**config.mk**
```make
export PLATFORM = sky130hd
export DESIGN_NAME = instr_decode
export DESIGN_NICKNAME = d
export VERILOG_FILES = /design/src/rtl/instr_decode.sv
export SDC_FILE = /design/constraint.sdc
export NUM_CORES = 1
export LEC_CHECK = 0
export CORE_UTILIZATION = 53
export DETAILED_ROUTE_END_ITERATION = 10
export PLACE_DENSITY = 0.85
export SLEW_MARGIN = 20
export SYNTH_ARGS = -nofsm -noshare
export SYNTH_HDL_FRONTEND = slang
export SYNTH_SLANG_ARGS = --single-unit
export TNS_END_PERCENT = 1
```
**constraint.sdc**
```tcl
create_clock -name clk_i -period 4 [get_ports clk_i]
set_input_delay 0.6 -clock clk_i [delete_from_list [all_inputs] [get_ports clk_i]]
set_output_delay 0.6 -clock clk_i [all_outputs]
set_load 0.005 [all_outputs]
```
**src/rtl/instr_decode.sv**
```systemverilog
// Instruction decoder with a 2-entry skid buffer on the output.
// Each instruction is fully decoded when it is accepted, and the decoded bundle is stored.
// The output registers therefore drive dec_* directly, with no logic after them.
module instr_decode #(
  parameter int unsigned DATAWIDTH = 32
) (
  input  logic                 clk_i,
  input  logic                 rst_i,
  input  logic                 flush_i,
  input  logic [31:0]          instr_i,
  input  logic                 instr_valid_i,
  output logic                 instr_ready_o,
  output logic                 dec_valid_o,
  input  logic                 dec_ready_i,
  output logic [3:0]           dec_op_o,
  output logic [4:0]           dec_ra_o,
  output logic [4:0]           dec_rb_o,
  output logic [4:0]           dec_wreg_o,
  output logic [DATAWIDTH-1:0] dec_off_o,
  output logic [1:0]           dec_class_o,
  output logic                 dec_we_o,
  output logic [15:0]          illegal_cnt_o
);

  localparam logic [3:0] ADD_OP = 4'd0;
  localparam logic [3:0] SUB_OP = 4'd1;
  localparam logic [3:0] MUL_OP = 4'd2;
  localparam logic [3:0] DIV_OP = 4'd3;
  localparam logic [3:0] AND_OP = 4'd4;
  localparam logic [3:0] OR_OP  = 4'd5;
  localparam logic [3:0] XOR_OP = 4'd6;
  localparam logic [3:0] LW_OP  = 4'd7;
  localparam logic [3:0] SW_OP  = 4'd8;
  localparam logic [3:0] BEQ_OP = 4'd9;
  localparam logic [3:0] BGT_OP = 4'd10;
  localparam logic [3:0] BGE_OP = 4'd11;

  localparam logic [1:0] ClsAlu = 2'd0;
  localparam logic [1:0] ClsMem = 2'd1;
  localparam logic [1:0] ClsJmp = 2'd2;
  localparam logic [1:0] ClsIll = 2'd3;

  typedef struct packed {
    logic [3:0]           op;
    logic [4:0]           ra;
    logic [4:0]           rb;
    logic [4:0]           wreg;
    logic [DATAWIDTH-1:0] off;
    logic [1:0]           cls;
    logic                 we;
  } bundle_t;

  typedef enum logic [1:0] {StEmpty, StOne, StTwo} state_e;

  state_e       state_q, state_d;
  bundle_t      out_q, out_d, skid_q, skid_d, dec_new;
  logic         ready_q, ready_d;
  logic [15:0]  cnt_q, cnt_d;
  logic [1:0]   raw_cls;
  logic         illegal;
  logic         accept, xfer;

  // Decode the incoming instruction into a bundle ready to be stored.
  always_comb begin
    unique case (instr_i[3:0])
      ADD_OP, SUB_OP, MUL_OP, DIV_OP, AND_OP, OR_OP, XOR_OP: raw_cls = ClsAlu;
      LW_OP, SW_OP:                                         raw_cls = ClsMem;
      BEQ_OP, BGT_OP, BGE_OP:                               raw_cls = ClsJmp;
      default:                                              raw_cls = ClsIll;
    endcase
    illegal = (raw_cls == ClsIll) ||
              (raw_cls == ClsAlu && instr_i[31:19] != 13'd0) ||
              ((raw_cls == ClsMem || raw_cls == ClsJmp) && instr_i[8:4] != 5'd0);

    dec_new      = '0;
    dec_new.op   = instr_i[3:0];
    dec_new.ra   = instr_i[18:14];
    dec_new.rb   = instr_i[13:9];
    if (illegal) begin
      dec_new.cls = ClsIll;
    end else begin
      dec_new.cls = raw_cls;
      if (raw_cls == ClsAlu) begin
        dec_new.wreg = instr_i[8:4];
        dec_new.we   = 1'b1;
      end else begin
        dec_new.off = {{(DATAWIDTH-13){instr_i[31]}}, instr_i[31:19]};
        if (instr_i[3:0] == LW_OP) begin
          dec_new.wreg = instr_i[13:9];
          dec_new.we   = 1'b1;
        end
      end
    end
  end

  assign accept = instr_valid_i && ready_q && !flush_i;
  assign xfer   = (state_q != StEmpty) && dec_ready_i;

  // Skid-buffer next state, data movement and illegal counter.
  always_comb begin
    state_d = state_q;
    out_d   = out_q;
    skid_d  = skid_q;
    cnt_d   = cnt_q;
    if (flush_i) begin
      state_d = StEmpty;
    end else begin
      unique case (state_q)
        StEmpty: begin
          if (accept) begin
            out_d   = dec_new;
            state_d = StOne;
          end
        end
        StOne: begin
          if (accept && !xfer) begin
            skid_d  = dec_new;
            state_d = StTwo;
          end else if (xfer && !accept) begin
            state_d = StEmpty;
          end else if (xfer && accept) begin
            out_d = dec_new;
          end
        end
        StTwo: begin
          if (xfer) begin
            out_d   = skid_q;
            state_d = StOne;
          end
        end
        default: state_d = StEmpty;
      endcase
      if (xfer && out_q.cls == ClsIll && cnt_q != 16'hFFFF) begin
        cnt_d = cnt_q + 16'd1;
      end
    end
    ready_d = (state_d != StTwo);
  end

  // State registers; synchronous reset clears everything, including buffered data.
  always_ff @(posedge clk_i) begin
    if (rst_i) begin
      state_q <= StEmpty;
      out_q   <= '0;
      skid_q  <= '0;
      ready_q <= 1'b1;
      cnt_q   <= '0;
    end else begin
      state_q <= state_d;
      out_q   <= out_d;
      skid_q  <= skid_d;
      ready_q <= ready_d;
      cnt_q   <= cnt_d;
    end
  end

  assign instr_ready_o = ready_q;
  assign dec_valid_o   = (state_q != StEmpty);
  assign dec_op_o      = out_q.op;
  assign dec_ra_o      = out_q.ra;
  assign dec_rb_o      = out_q.rb;
  assign dec_wreg_o    = out_q.wreg;
  assign dec_off_o     = out_q.off;
  assign dec_class_o   = out_q.cls;
  assign dec_we_o      = out_q.we;
  assign illegal_cnt_o = cnt_q;

endmodule

```
* Word-level counts from Yosys, hierarchy flattened
Memory sizes are Yosys's and may differ from the RTL's.
Cells that the tools add are included.
** Word-level totals
- Flip-flop bits (word level) :: 127
- ROM bits :: 32
- Input bits :: 37
- Output and inout port bits :: 72
- Logic and storage cells :: 79
- Memories kept :: 1
** Cells by class
- Add/subtract/negate cells :: 1
- Equality and inequality tests :: 14
- Mux-type cells :: 20
- Bitwise logic cells :: 1
- Reductions and logical operators :: 25
** Memories
- (no name shown) :: depth 16, width 2, rd ports 1, clocked after memory_dff 0, write ports 0, RTL line 65 : unique case (instr_i[3:0])
** Operators by type and width (number)
- 54-bit two-way mux :: 5
- 54-bit one-hot mux with 3 select lines :: 1
- 37-bit two-way mux :: 1
- 32-bit two-way mux :: 1
- 16-bit by 1-bit adder with 16-bit output, second input constant :: 1
- 16-bit != test, second input constant :: 1
- 13-bit nonzero test :: 1
- 2-bit two-way mux :: 6
- 2-bit != test, second input constant :: 6
- 1-bit logical AND :: 10
- 5-bit two-way mux :: 2
- 2-bit == test, second input constant :: 4
- 7-bit AND reduction :: 1
- 2-bit one-hot mux with 3 select lines :: 1
- 5-bit nonzero test :: 1
- 2-bit by 1-bit == test with 1-bit output, second input constant :: 2
- 4-bit by 3-bit == test with 1-bit output, second input constant :: 1
- 2-bit zero test :: 2
- 1-bit zero test :: 3
- 1-bit logical OR :: 3
- 1-bit two-way mux :: 3
- 3-bit AND reduction :: 1
- 3-bit nonzero test :: 1
- 2-bit AND reduction :: 1
- other kinds (2) :: 2

* Longest topological paths before layout
Gate-level depths: netlist of the first run.
An unclocked memory read counts as a cell.
- Depth in word-level cells :: 10
- Mapped depth :: 9
- Depth with buffers taken out :: 8

* Worst setup path before layout of the first run
No wires, ideal clock.
- Path type :: input to register
- From :: input port instr_i[2]
- To :: register out_q, in the netlist dec_off_o[11]
- Setup time :: 0.088 ns
- Arrival time :: 2.611 ns
- Data required time :: 3.912 ns
- Setup slack :: 1.301 ns
- Cell stages on the path :: 9
- Buffers on the path :: 1
- Cell sequence :: o21bai_1 a21oi_1 inv_1 ha_1 or4_4 o32ai_4 buf_6 nand4_1 a311oi_2
** Between the ends
- Longest elaborated chain between the ends :: 10
- Elaborated cells on any way between the ends :: 17
- Those cells by class :: eq/ne: 3; mux: 7; reduce/logical: 6; memory: 1
** RTL lines
- start, declared :: RTL line 10 : input logic [31:0] instr_i,
- memory read 16 x 2 bit (*)
- 2-bit by 1-bit == test with 1-bit output (tied with other cells) :: RTL line 73 : ((raw_cls == ClsMem || raw_cls == ClsJmp) && instr_i[8:4] != 5'd0);
- 1-bit logical OR or 1-bit logical AND (tied branches) :: RTL line 73, 72
- 1-bit logical AND or 1-bit logical OR (tied branches) :: RTL line 73, 71
- 1-bit logical OR :: RTL line 72 : (raw_cls == ClsAlu && instr_i[31:19] != 13'd0) ||
- 37-bit two-way mux (*) :: RTL line 79 : if (illegal) begin
- 54-bit two-way mux :: RTL line 121 : end else if (xfer && accept) begin
- 54-bit two-way mux :: RTL line 119 : end else if (xfer && !accept) begin
- 54-bit two-way mux :: RTL line 116 : if (accept && !xfer) begin
- 54-bit one-hot mux with 3 select lines (*) :: RTL line 108 : unique case (state_q)
- end signal, assigned :: RTL line 150 : out_q <= out_d;
- end, declared :: RTL line 56 : bundle_t out_q, out_d, skid_q, skid_d, dec_new;
Mark *: on every way between the ends. The rest lies on a longest branch, timed or not. The select of a mux whose other input is x is not followed.
A chain may end at the register's enable or synchronous reset.

* Final worst setup path of the first run
- From :: input port instr_i[2]
- To :: register out_q, in the netlist dec_off_o[9]
Same word-level chain as after synthesis.

==> results of run 1 <==
==> cell type report <==
cell class                 count  area share
multi-input combinational    373       0.401
sequential                    89       0.326
timing repair buffer         115       0.209
clock buffer                  12      0.0266
tap                          102      0.0234
clock inverter                 4     0.00962
inverter                       7     0.00481
==> how the worst min path moves through the flow <==
| stage | end | from | depth (start not counted) | slack, ps |
|---|---|---|---|---|
| after floorplan | skid_q[35] | skid_q[35] | 2 | 430 |
| after global placement | skid_q[10] | skid_q[10] | 2 | 440 |
| after detailed placement | skid_q[38] | skid_q[38] | 2 | 440 |
| after CTS | skid_q[38] | skid_q[38] | 2 | 450 |
| after global routing | skid_q[9] | skid_q[9] | 2 | 480 |
| final | skid_q[38] | skid_q[38] | 2 | 460 |
==> where the power goes <==
group / internal [µW] / switching, µW
combinational: 145 / 141
sequential: 913 / 19.7
clock: 307 / 318
==> sequential cells by signal, summed over array words and instances (netlist names), 2 cells and up <==
| signal | cells |
|---|---|
| dec_class_o | 2 |
| dec_off_o | 13 |
| dec_op_o | 4 |
| dec_ra_o | 5 |
| dec_rb_o | 5 |
| dec_wreg_o | 5 |
| illegal_cnt_o | 16 |
| skid_q | 35 |
| state_q | 2 |
==> critical path: cells and delay by family <==
family	cells	cell delay [ps]
and+or+nand+nor	2	690
adders and majority gates	1	250
AOI/OAI and AO/OA	4	940
buffers and inverters	3	940
==> cells in the mapped netlist, drive strengths merged, types with 2 or more instances <==
library cell / count / share of area
a311oi: 29 / 0.073
or3: 2 / 0.0029
and4: 2 / 0.0041
clkbuf: 38 / 0.033
buf: 24 / 0.041
a221oi: 2 / 0.0041
a21boi: 5 / 0.0087
o41ai: 2 / 0.0041
a211oi: 2 / 0.0035
a21oi: 43 / 0.050
or4: 9 / 0.017
nor2: 48 / 0.042
nand2b: 6 / 0.0087
or2: 2 / 0.0029
o21ai: 10 / 0.012
o32ai: 8 / 0.025
nand3: 10 / 0.012
and2: 2 / 0.0029
nor2b: 7 / 0.010
dfxtp: 89 / 0.41
o31ai: 8 / 0.014
inv: 7 / 0.0061
nor4: 6 / 0.0087
and3: 6 / 0.0087
nand4: 34 / 0.049
ha: 3 / 0.0087
mux2: 5 / 0.013
nand2: 107 / 0.093
nor3: 2 / 0.0023
==> kinds of logic (layout without fill, tap and decap cells) <==
logic type | Yosys count | after routing | share of synthesized area
simple gates | 248 | 248 | 0.275
compound gates | 115 | 115 | 0.206
flops | 89 | 89 | 0.413
buf+inv | 69 | 138 | 0.0806
mux | 6 | 6 | 0.0154
fa+ha+maj | 3 | 3 | 0.00870
xor+xnor | 1 | 1 | 0.00203
==> through the flow <==
step           instance area, µm²  cells  hold WS, ps
4_1_cts                      5460    702          453
3_3_place_gp                 5270    686          438
6_report                     5460    702          455
2_1_floorplan                4310    531          429
5_1_grt                      5460    702          481
3_5_place_dp                 5270    686          442
==> per-layer routing <==
metal	routed length (µm)	share of wire
met5	0	0
met4	91	0.0083
met3	671	0.061
met2	5440	0.50
met1	4710	0.43
==> impl_metrics.env, run 1 <==
export IMPL_status="completed"
export IMPL_layout_drive_gt1_share=0.0767
export IMPL_die_area_um2=8500
export IMPL_layout_setup_ws_ps=822
export IMPL_grt_antenna_before_repair=0
export IMPL_dieWidth_um=92.2
export IMPL_dp_slack_ps=470
export IMPL_gr_usage_met2=0.458
export IMPL_fmax_mhz=315
export IMPL_cap_violations=0
export IMPL_synth_edf_count=0
export IMPL_die_h_um=92.2
export IMPL_overflow=0
export IMPL_syn_nets=571
export IMPL_slew_violations=0
export IMPL_crit_end="dec_off_o[9]"
export IMPL_cp_required_ps=4260
export IMPL_max_vdd_ir_drop_mv=0.223
export IMPL_clock_latency_ps=360
export IMPL_numCtsBuffers=9
export IMPL_root_buffer="clkbuf_8"
export IMPL_wl_per_cell_um=15.5
export IMPL_final_period_utilization=0.795
export IMPL_cts_sinks=89
export IMPL_synth_seq_cells=89
export IMPL_final_cell_mix="107 x nand2_1, 107 x clkdlybuf4s50_1, 89 x dfxtp_1, 47 x nor2_1, 43 x a21oi_1"
export IMPL_fin_crit_ps=3180
export IMPL_criticalPathCategory="in -> reg"
export IMPL_power_leakage_uw=0.00180
export IMPL_avgSynthCellArea_um2=8.12
export IMPL_rsz0062_at_grt="no"
export IMPL_rr_worst_depth=6
export IMPL_rows=32
export IMPL_clkSlewWorstSetupHoldPaths_ps=80
export IMPL_post_route_drc_count=0
export IMPL_hold_viol=0
export IMPL_worstPathCellList="clkdlybuf4s50_1, o21bai_1, a21oi_1, inv_1, ha_1, or4_4, o32ai_4, buf_4, nand4_1, a311oi_2"
export IMPL_via_count=4215
export IMPL_r2r_slack_ps=1740
export IMPL_cts_resized=0
export IMPL_cp_max_fo=34
export IMPL_cp_startpoint="instr_i[2]"
export IMPL_drt_iter0_drc=253
export IMPL_power_uw=1840
export IMPL_h_tree_depth=3
export IMPL_drtPass1Iterations=5
export IMPL_post_route_util=0.700
export IMPL_drt_total_wl_mm=10.9
export IMPL_io_buffers=108
export IMPL_tightest_slew_ps=851
export IMPL_grt_max_degree=61
export IMPL_power_density_nw_per_um2=337
export IMPL_nets=635
export IMPL_multiInputGateArea_um2=2190
export IMPL_post_cts_buffers=0
export IMPL_gp_congestion=0.800
export IMPL_netlist_area_um2=4310
export IMPL_cts_buffer_depth=2
export IMPL_setup_viol=0
export IMPL_boundaryPins=109
export IMPL_syn_to_final_growth_pct=26.7
export IMPL_top_usage_layer="met2"
export IMPL_grtUsageTotal=0.265
export IMPL_fillers=639
export IMPL_timing_rr_end="dec_wreg_o[1]"
export IMPL_postCtsHoldBufs=0
export IMPL_n_antenna_cell=0
export IMPL_yosysSeqAreaShare=0.413
export IMPL_synthCells=531
export IMPL_fp_coreArea_um2=7810
export IMPL_vias_per_cell=6.00
export IMPL_min_path_type="reg -> reg"
export IMPL_hpwlAfterDp_mm=7.27
export IMPL_slew_limit_headroom=0.433
export IMPL_synth_top_flop_cell="dfxtp_1"
export IMPL_synth_cell_types=49
export IMPL_gr_usage_met3=0.0605
export IMPL_ant_nets=0
export IMPL_grt_pass1_vias=3911
export IMPL_regToRegStartpoint="state_q[0]"
export IMPL_initial_core_util=0.553
export IMPL_finalSetupTns_ps=0
export IMPL_async_flop_share=0
export IMPL_met1_usage=0.328
export IMPL_slowest_delay_ps=530
export IMPL_ys_warn_count=0
export IMPL_critPathArrivalTime_ps=3440
export IMPL_cts_tree="yes"
export IMPL_cp_end_kind="flop"
export IMPL_worst_setup_path_start_kind="input pin"
export IMPL_ff_latch_area_um2=1780
export IMPL_fin_skew_ps=10.4
export IMPL_grt_pass1_wl_mm=18.3
export IMPL_slowest_stage="or4_4"
(Power assumes the default switching activity.)
==> run 2: changes to the inputs <==
- CORE_UTILIZATION: 53 -> 45
- PLACE_DENSITY: 0.85 -> 0.77
- clock period: 4 -> 2.9 ns (I/O delays scaled with it)
==> run 2 against run 1 <==
Net effect:
- highest routed layer unchanged
- worst hold slack worse by 53 ps
- clock power up 40%
- sequential share of layout area is 0.72 points lower
- flip-flop and latch count stayed put
==> impl_metrics.env, run 2 (same netlist as run 1, synthesis figures left out) <==
export IMPL_status="completed"
export IMPL_grt_antenna_before_repair=0
export IMPL_syn_to_final_growth_pct=29.5
export IMPL_cp_end_kind="flop"
export IMPL_timing_rr_end="illegal_cnt_o[7]"
export IMPL_tightest_slew_ps=803
export IMPL_drtPass1Iterations=4
export IMPL_critPathBufInv=4
export IMPL_hold_end="illegal_cnt_o[14]"
export IMPL_numCtsBuffers=9
export IMPL_finalSetupTns_ps=0
export IMPL_power_density_nw_per_um2=461
export IMPL_ant_nets=0
export IMPL_final_cell_mix="107 x nand2_1, 107 x clkdlybuf4s50_1, 89 x dfxtp_1, 47 x nor2_1, 42 x a21oi_1"
export IMPL_post_cts_buffers=0
export IMPL_top_register="skid_q"
export IMPL_cap_violations=0
export IMPL_worstHoldPathCells=2
export IMPL_cp_required_ps=3180
export IMPL_rsz0062_at_grt="no"
export IMPL_worstPathCellList="clkdlybuf4s50_1, o31ai_1, inv_1, ha_1, or4_4, o32ai_4, buf_12, buf_4, nand4_1, a21oi_1"
export IMPL_hpwlAfterDp_mm=7.49
export IMPL_dp_cells=723
export IMPL_slew_violations=0
export IMPL_layout_drive_gt1_share=0.0984
export IMPL_nets=645
export IMPL_hp_start="rst_i"
export IMPL_clock_latency_ps=360
export IMPL_grt_max_degree=47
export IMPL_dp_slack_ps=-221
export IMPL_layout_setup_ws_ps=165
export IMPL_clkSlewWorstSetupHoldPaths_ps=90
export IMPL_grtUsageTotal=0.225
export IMPL_setup_viol=0
export IMPL_io_buffers=108
export IMPL_fin_crit_ps=2740
export IMPL_criticalPathCategory="in -> reg"
export IMPL_drt_iter0_drc=187
export IMPL_power_uw=2580
export IMPL_power_leakage_uw=0.00186
export IMPL_root_buffer="clkbuf_8"
export IMPL_dieWidth_um=99.9
export IMPL_overflow=0
export IMPL_final_period_utilization=0.943
export IMPL_wl_per_cell_um=14.9
export IMPL_hold_viol=0
export IMPL_cp_top_family="buffers and inverters"
export IMPL_slew_limit_headroom=0.460
export IMPL_cts_tree="yes"
export IMPL_fin_skew_ps=13.0
export IMPL_n_antenna_cell=0
export IMPL_fp_coreArea_um2=9280
export IMPL_initial_core_util=0.465
export IMPL_critPathArrivalTime_ps=3020
export IMPL_worst_setup_path_start_kind="input pin"
export IMPL_max_vdd_ir_drop_mv=0.364
export IMPL_regToRegStartpoint="illegal_cnt_o[4]"
export IMPL_min_path_type="in -> reg"
export IMPL_gp_congestion=0.781
export IMPL_boundaryPins=109
export IMPL_via_count=4147
export IMPL_die_area_um2=9980
export IMPL_r2r_slack_ps=940
export IMPL_fmax_mhz=366
export IMPL_cts_sinks=89
export IMPL_post_route_util=0.602
export IMPL_largest_register_ffs=35
export IMPL_grt_pass1_wl_mm=18.2
export IMPL_cp_max_fo=31
export IMPL_rows=35
export IMPL_grt_pass1_vias=3990
export IMPL_cts_buffer_depth=2
export IMPL_rr_worst_depth=5
export IMPL_h_tree_depth=3
export IMPL_final_cell_count_no_fill=739
export IMPL_drt_total_wl_mm=11.0
export IMPL_slowest_delay_ps=530
export IMPL_post_route_drc_count=0
export IMPL_vias_per_cell=5.61
export IMPL_die_h_um=99.9
export IMPL_slowest_stage="or4_4"
==> run 2: cell types whose count changed in the layout (fill, tap and decap cells not counted), moves of 2 or more <==
cell / before / now
buf_4: 6 / 16
clkbuf_1: 2 / 0
clkinv_2: 0 / 2
clkinv_4: 0 / 2
clkinvlp_4: 3 / 0
==> run 2: worst max path at each step <==
stage                           from       endpoint  cells past startpoint
after floorplan           instr_i[2]  dec_off_o[11]                      9
after global placement    instr_i[1]     skid_q[35]                     11
after detailed placement  instr_i[1]   dec_off_o[6]                     10
after CTS                 instr_i[1]   dec_off_o[6]                     10
after global routing      instr_i[1]     skid_q[38]                     10
final                     instr_i[1]     skid_q[36]                     10
==> run 2: metrics by stage <==
step | hold WS, ps | area [µm²]
floorplan | 429 | 4310
global placement | 438 | 5380
detailed placement | 444 | 5380
CTS | 405 | 5580
global route | 413 | 5590
finish | 402 | 5590
==> run 2: final cells by class <==
class / count / area (µm²)
well taps: 129 / 161
clock buffers: 10 / 138
clock inverters: 6 / 66.3
repair buffers: 125 / 1220
flip-flops and latches: 89 / 1780
inverters: 7 / 26.3
fillers: 852 / 3700
multi-input cells: 373 / 2200
==> run 2: what timing repair did <==
item                       4_1_cts  5_1_grt
hold buffers                     0        0
resized for setup                0        2
setup endpoints to repair        0       19
==> run 2: metal layers <==
layer  vias up  global-route usage  routed length, µm
met5         -                   0                  0
met4         0              0.0724                117
met3        15              0.0599                639
met2       125               0.397               5510
met1      1964               0.263               4710
li1       2043                   -                  -
==> run 2: power breakdown <==
part	internal, µW	leakage [µW]	switching [µW]
combinational	217	0.00103	200
clock	425	0.000107	450
sequential	1260	0.000723	25.3
